**config.mk**
```make
export PLATFORM = sky130hd
export DESIGN_NAME = tgs_sched
export DESIGN_NICKNAME = d
export VERILOG_FILES = /design/src/rtl/tgs_sched_pkg.sv /design/src/rtl/tgs_sched_rr_pick.sv /design/src/rtl/tgs_sched.sv
export SDC_FILE = /design/constraint.sdc
export NUM_CORES = 1
export LEC_CHECK = 0
export ABC_CLOCK_PERIOD_IN_PS = 6700
export BUFFER_PORTS_ARGS = -buffer_cell sky130_fd_sc_hd__clkbuf_2
export CAP_MARGIN = 20
export CORE_MARGIN = 10
export CORE_UTILIZATION = 59
export CTS_CLUSTER_DIAMETER = 50
export DETAILED_ROUTE_END_ITERATION = 8
export PLACE_DENSITY = 0.82
export RECOVER_POWER = 50
export SYNTH_ARGS = -nofsm -noshare
export SYNTH_HDL_FRONTEND = slang
export SYNTH_SLANG_ARGS = --single-unit
export TNS_END_PERCENT = 20
```
**constraint.sdc**
```tcl
create_clock -name clk -period 6.7 [get_ports clk]
set_input_delay 1.34 -clock clk [delete_from_list [all_inputs] [get_ports clk]]
set_output_delay 1.34 -clock clk [all_outputs]
set_load 0.05 [all_outputs]
```
**src/rtl/tgs_sched_pkg.sv**
```systemverilog
// tgs_sched_pkg: shared definitions for the traffic-generation scheduler.
//   - tsm_state_e : scheduler state encoding (IDLE/GRANT/WAIT/HOLD, 2-bit)
//   - default queue count, queue-ID width, settle length and done timeout
package tgs_sched_pkg;

   typedef enum logic [1:0] {
      TSM_IDLE  = 2'd0,
      TSM_GRANT = 2'd1,
      TSM_WAIT  = 2'd2,
      TSM_HOLD  = 2'd3
   } tsm_state_e;

   localparam int unsigned QUEUE_NUM_DEF    = 8;
   localparam int unsigned QID_W_DEF        = $clog2(QUEUE_NUM_DEF);
   localparam int unsigned HOLD_CYC_DEF     = 3;
   localparam logic [15:0] DONE_TIMEOUT_DEF = 16'd4096;

   // Queue-ID width for a given queue count.
   function automatic int unsigned qid_width(input int unsigned queue_num);
      return $clog2(queue_num);
   endfunction

endpackage

```
**src/rtl/tgs_sched_rr_pick.sv**
```systemverilog
// rr_pick: combinational round-robin pick.
//   req_i   : request vector, one bit per queue
//   last_i  : index granted last time; the scan starts at last_i + 1
//   found_o : at least one request is set
//   idx_o   : first requesting index at or after last_i + 1, wrapping
module rr_pick #(
   parameter int unsigned N = 8,
   parameter int unsigned W = 3
) (
   input  logic [N-1:0] req_i,
   input  logic [W-1:0] last_i,
   output logic         found_o,
   output logic [W-1:0] idx_o
);

   localparam logic [W+1:0] NumQ = (W + 2)'(N);

   logic [2*N-1:0] dbl;
   logic [N-1:0]   rot;
   logic [W:0]     start;
   logic [W:0]     off;
   logic [W+1:0]   sum;

   always_comb begin
      start   = {1'b0, last_i} + (W + 1)'(1);
      // Two copies back to back so a plain right shift acts as a rotate.
      dbl     = {req_i, req_i} >> start;
      rot     = dbl[N-1:0];
      found_o = |rot;
      off     = '0;
      for (int i = N - 1; i >= 0; i--) begin
         if (rot[i]) off = i[W:0];
      end
      sum = {1'b0, start} + {1'b0, off};
      if (sum >= NumQ) sum = sum - NumQ;
      idx_o = sum[W-1:0];
   end

endmodule

```
**src/rtl/tgs_sched.sv**
```systemverilog
// tgs_sched: round-robin scheduler between token-bucket request stages and the
// packet generator.
//   clk, rst_n           : clock, synchronous active-low reset
//   test_stop            : blocks new grants while high
//   in_tsm_req           : per-queue generation request
//   in_gcm_gate_open     : per-queue gate state (1 = open)
//   in_tsm_gen_done      : generator finished the frame (pulse)
//   out_tsm_selected     : one-hot grant pulse to the winning bucket
//   out_tsm_gen_valid    : grant pulse to the generator
//   out_tsm_gen_qid      : granted queue ID, stable until back in IDLE
//   out_tsm_busy         : transaction in progress
//   out_tsm_timeout      : pulse when waiting for done was aborted
//   out_tsm_grant_cnt    : grants since reset
module tgs_sched
   import tgs_sched_pkg::*;
#(
   parameter string       PLATFORM     = "xilinx",
   parameter int unsigned QUEUE_NUM    = QUEUE_NUM_DEF,
   parameter int unsigned QID_W        = QID_W_DEF,
   parameter int unsigned HOLD_CYC     = HOLD_CYC_DEF,
   parameter logic [15:0] DONE_TIMEOUT = DONE_TIMEOUT_DEF
) (
   input  logic                 clk,
   input  logic                 rst_n,
   input  logic                 test_stop,
   input  logic [QUEUE_NUM-1:0] in_tsm_req,
   input  logic [QUEUE_NUM-1:0] in_gcm_gate_open,
   input  logic                 in_tsm_gen_done,
   output logic [QUEUE_NUM-1:0] out_tsm_selected,
   output logic                 out_tsm_gen_valid,
   output logic [QID_W-1:0]     out_tsm_gen_qid,
   output logic                 out_tsm_busy,
   output logic                 out_tsm_timeout,
   output logic [31:0]          out_tsm_grant_cnt
);

   localparam logic [15:0] HoldLast = 16'(HOLD_CYC - 1);
   localparam logic [15:0] WaitLast = DONE_TIMEOUT - 16'd1;

   tsm_state_e      state_q, state_d;
   logic [15:0]     cnt_q, cnt_d;
   logic [QID_W-1:0] qid_q, qid_d;
   logic [QID_W-1:0] last_q, last_d;
   logic            timeout_q, timeout_d;
   logic [31:0]     grant_cnt_q, grant_cnt_d;

   logic [QUEUE_NUM-1:0] eligible;
   logic                 pick_found;
   logic [QID_W-1:0]     pick_idx;

   assign eligible = in_tsm_req & in_gcm_gate_open;

   rr_pick #(
      .N (QUEUE_NUM),
      .W (QID_W)
   ) u_rr_pick (
      .req_i   (eligible),
      .last_i  (last_q),
      .found_o (pick_found),
      .idx_o   (pick_idx)
   );

   always_comb begin
      state_d     = state_q;
      cnt_d       = cnt_q;
      qid_d       = qid_q;
      last_d      = last_q;
      timeout_d   = 1'b0;
      grant_cnt_d = grant_cnt_q;
      unique case (state_q)
         TSM_IDLE: begin
            if (!test_stop && pick_found) begin
               qid_d   = pick_idx;
               last_d  = pick_idx;
               state_d = TSM_GRANT;
            end
         end
         TSM_GRANT: begin
            grant_cnt_d = grant_cnt_q + 32'd1;
            cnt_d       = '0;
            state_d     = TSM_WAIT;
         end
         TSM_WAIT: begin
            // Done has priority over the timeout limit in the same cycle.
            if (in_tsm_gen_done) begin
               cnt_d   = '0;
               state_d = TSM_HOLD;
            end else if (cnt_q == WaitLast) begin
               cnt_d     = '0;
               timeout_d = 1'b1;
               state_d   = TSM_HOLD;
            end else begin
               cnt_d = cnt_q + 16'd1;
            end
         end
         TSM_HOLD: begin
            // Settle gap so the bucket's token update lands before re-arbitration.
            if (cnt_q == HoldLast) begin
               state_d = TSM_IDLE;
            end else begin
               cnt_d = cnt_q + 16'd1;
            end
         end
         default: state_d = TSM_IDLE;
      endcase
   end

   always_ff @(posedge clk) begin
      if (!rst_n) begin
         state_q     <= TSM_IDLE;
         cnt_q       <= '0;
         qid_q       <= '0;
         last_q      <= QID_W'(QUEUE_NUM - 1);
         timeout_q   <= 1'b0;
         grant_cnt_q <= '0;
      end else begin
         state_q     <= state_d;
         cnt_q       <= cnt_d;
         qid_q       <= qid_d;
         last_q      <= last_d;
         timeout_q   <= timeout_d;
         grant_cnt_q <= grant_cnt_d;
      end
   end

   always_comb begin
      out_tsm_selected = '0;
      if (state_q == TSM_GRANT) begin
         for (int i = 0; i < QUEUE_NUM; i++) begin
            out_tsm_selected[i] = (qid_q == i[QID_W-1:0]);
         end
      end
   end

   assign out_tsm_gen_valid = (state_q == TSM_GRANT);
   assign out_tsm_gen_qid   = qid_q;
   assign out_tsm_busy      = (state_q != TSM_IDLE);
   assign out_tsm_timeout   = timeout_q;
   assign out_tsm_grant_cnt = grant_cnt_q;

endmodule

```
==> flow_summary.toml <==
[die]
die_w_um = 94.2
die_y_um = 94.2
io_pins = 66
die_area_sq_mm = 0.00887
fp-row-count = 26
initial_core_util_pct = 62.3
core_area_sq_mm = 0.00520

[route]
vias = 2898
vias_per_cell = 5.66
ant_nets = 0
routedWlPerCell_um = 14.3
finalWirelength_um = 7310
drc = 0
drtPass1Iterations = 4
initialDrtViolationCount = 116

[sta]
period_needed_ns = 3.84
tightest_slew_ns = 1.18
clock.fmax_mhz = 260
fin_crit_sh_pct = 57.4
setup-violations-final = 0
rsz0062_at_grt = "no"
slew_violations = 0
tns_ns = 0
relSlewSlack_pct = 21.5
finalHoldViolCount = 0
skew_ns = 0.00729

[cts]
cts_hold_buf = 0
cts_resized = 0
clock_latency_ns = 0.33
htreeDepth = 3
cts_made_buffers = 9
cts_root_buffer = "clkbuf_8"
cts_sinks = 57
clk_pin_slew_ns = 0.06
post_cts_buffers = 0
cts_max_path_buffers = 2
cts_tree = "built"

[placed_design]
dp_hpwl_um = 5470
dpl_cell_area_sq_mm = 0.00360
dpl.cell_count = 497
portBuffers = 65
gp_congestion = 0.777

[outcome]
status = "finished, final reports clean"

[synthesis]
synth_area_per_cell_sq_um = 8.70
synth_nets = 402
synth_warnings = 0
synth_seq_cells = 57
synthArstFlopShare_pct = 0
yosysUniqueCellTypes = 52
synth-edff-count = 0
synth_area_sq_mm = 0.00324
synth_top_flop_cell = "dfxtp_1"
syn_inst = 373
ys_seq_area_share_pct = 35.2

[worst_setup_path]
startpoint_type = "primary input"
arrival_ns = 4.02
max_stage_delay_ns = 0.46
crit_path_end_kind = "register"
critPathBufInv = 3
reg2regPathDepth = 13
path_max_fanout = 4
r2r_start = "last_q[0]"
crit_chain = "clkbuf_2 > or4bb_1 > and4_1 > mux2i_1 > a21oi_1 > o21ai_0 > a21bo_2 > nand2_1 > ha_1 > inv_1 > fa_1 > inv_1 > o41a_1 > mux2i_1 > nor3_1 > nand3b_1"
crit_type = "in2reg"
r2r_end = "out_tsm_gen_qid[2]"
cp_slowest_cell = "or4bb_1"
r2r_setup_slack_ns = 3.24
path_delay_family = "simple AND/OR/NAND/NOR gates"
worst_ep_required_time_ns = 6.88

[min_path]
hold_class = "reg2reg"
hold_end = "cnt_q[15]"
holdPathStages = 2
min_from = "cnt_q[15]"

[cells_and_area]
final_cell_mix = "dfxtp_1 (57), nand2_1 (40), nor2_1 (38), clkbuf_2 (38), clkbuf_1 (29)"
area_growth_pct = 16.5
fin_area_sq_mm = 0.00378
final_cells = 512
layout_commonest_cell = "dfxtp_1"
final_layout_size_suffix_gt1_share_pct = 14.7
fillers = 424
n_antenna_cell = 0
fin_nets = 467

[power_and_ir_drop]
ir_worst_vdd_mv = 0.306
p_per_area_mw_per_mm2 = 335
switching_share_pct = 39.3
p_leak_nw = 1.52
combPwrFrac_pct = 38.8
intPower_mw = 0.769
fin_total_pwr_mw = 1.27
power_frac_seq_pct = 33.7
power_frac_clock_pct = 27.5
p_sw_mw = 0.497

[grt]
grt_overflow = 0
grt_pass1_wl_um = 12700
grt_max_degree = 36
track_usage_pct = 17.3
grt_pass1_vias = 2882
antenna_found_initial = 0

[job]
maxCapViolations = 0
## flip-flops by register name, indices dropped and copies added (netlist names)
| name | cells |
|---|---|
| state_q | 2 |
| last_q | 3 |
| out_tsm_gen_qid | 3 |
| cnt_q | 16 |
| out_tsm_timeout | 1 |
| out_tsm_grant_cnt | 32 |
## worst max-delay path by stage
stage                                    from                 end  slack, ns  depth (start not counted)
after floorplan                 in_tsm_req[3]  out_tsm_gen_qid[2]       2.98                         13
after global placement          in_tsm_req[4]  out_tsm_gen_qid[2]       2.74                         14
after detailed placement        in_tsm_req[4]  out_tsm_gen_qid[2]       2.57                         14
after CTS                 in_gcm_gate_open[4]           last_q[2]       2.91                         16
after global routing      in_gcm_gate_open[0]           last_q[2]       2.63                         16
final                     in_gcm_gate_open[4]           last_q[2]       2.86                         16
## cells in the mapped netlist (2+ instances only)
| library cell | count | share of area (%) |
|---|---|---|
| a21boi_0 | 5 | 1.2 |
| a21oi_1 | 3 | 0.46 |
| a31oi_1 | 2 | 0.39 |
| and2_1 | 21 | 4.0 |
| and3_1 | 8 | 1.5 |
| and4_1 | 6 | 1.6 |
| buf_4 | 3 | 0.69 |
| clkbuf_1 | 7 | 0.81 |
| dfxtp_1 | 57 | 35 |
| ha_1 | 8 | 3.1 |
| inv_1 | 10 | 1.2 |
| mux2_2 | 4 | 1.4 |
| mux2i_1 | 10 | 3.1 |
| mux4_2 | 3 | 2.1 |
| nand2_1 | 40 | 4.6 |
| nand2b_1 | 3 | 0.58 |
| nand3_1 | 15 | 2.3 |
| nand4_1 | 21 | 4.0 |
| nand4b_1 | 10 | 2.7 |
| nor2_1 | 38 | 4.4 |
| nor2b_1 | 4 | 0.77 |
| nor3_1 | 6 | 0.93 |
| nor4_1 | 2 | 0.39 |
| o21ai_0 | 8 | 1.2 |
| or3_1 | 6 | 1.2 |
| or4_1 | 3 | 0.69 |
| or4bb_1 | 4 | 1.4 |
| xnor2_1 | 19 | 5.1 |
| xor2_1 | 24 | 6.5 |
## power by group through the flow
stage          clock network (mW)  logic, mW  registers, mW
2_1_floorplan                   0      0.389          0.434
3_3_place_gp                    0      0.470          0.430
3_5_place_dp                    0      0.483          0.432
4_1_cts                     0.353      0.491          0.426
5_1_grt                     0.370      0.538          0.435
6_report                    0.348      0.491          0.426
## cell families (layout without fill, tap and decap cells)
group / count (synthesis) / count (layout) / synth area share, %
buffers and inverters: 23 / 92 / 3.05
flip-flops: 57 / 57 / 35.2
AO/OA/AOI/OAI: 27 / 27 / 6.06
adder cells (fa/ha/maj): 9 / 9 / 3.70
XOR/XNOR: 43 / 43 / 11.6
multiplexers: 17 / 17 / 6.56
AND/OR/NAND/NOR: 197 / 197 / 33.9
## routing by layer
metal / vias to the layer above / share of wire [%] / routed length (um) / track usage [%]
met5: - / 0 / 0 / 0
met4: 0 / 1.1 / 77 / 6.71
met3: 9 / 4.9 / 356 / 5.76
met2: 72 / 48 / 3500 / 27.7
met1: 1369 / 46 / 3370 / 20.8
li1: 1448 / - / - / -
## area by class of cell
type                            instances  area [sq um]  area share [%]
Sequential cell                        57          1140            30.2
Clock inverter                          3          65.1            1.72
Timing Repair Buffer                   65           292            7.71
Clock buffer                           12           145            3.84
Tap cell                               70          87.6            2.32
Inverter                               12          45.0            1.19
Multi-Input combinational cell        293          2000            53.0
## per-stage QoR
stage	setup WS [ns]	hold WS (ns)	utilization, %
5_1_grt	2.63	0.546	72.6
3_3_place_gp	2.74	0.486	69.2
2_1_floorplan	2.98	0.468	-
4_1_cts	2.91	0.504	73.3
3_5_place_dp	2.57	0.495	69.2
6_report	2.86	0.504	72.6
## worst reg2reg max path, stage by stage (launching register included)
cell and delay [ns]:
dfxtp_1 0.73, inv_2 0.14, mux4_2 0.46, mux2i_1 0.29, o21ai_0 0.17, a21bo_2 0.24
nand2_1 0.06, ha_1 0.13, inv_1 0.05, fa_1 0.41, xor2_1 0.18, nor4b_1 0.29
a21oi_1 0.08, a31oi_1 0.15
Power figures use the tool's default switching activity.
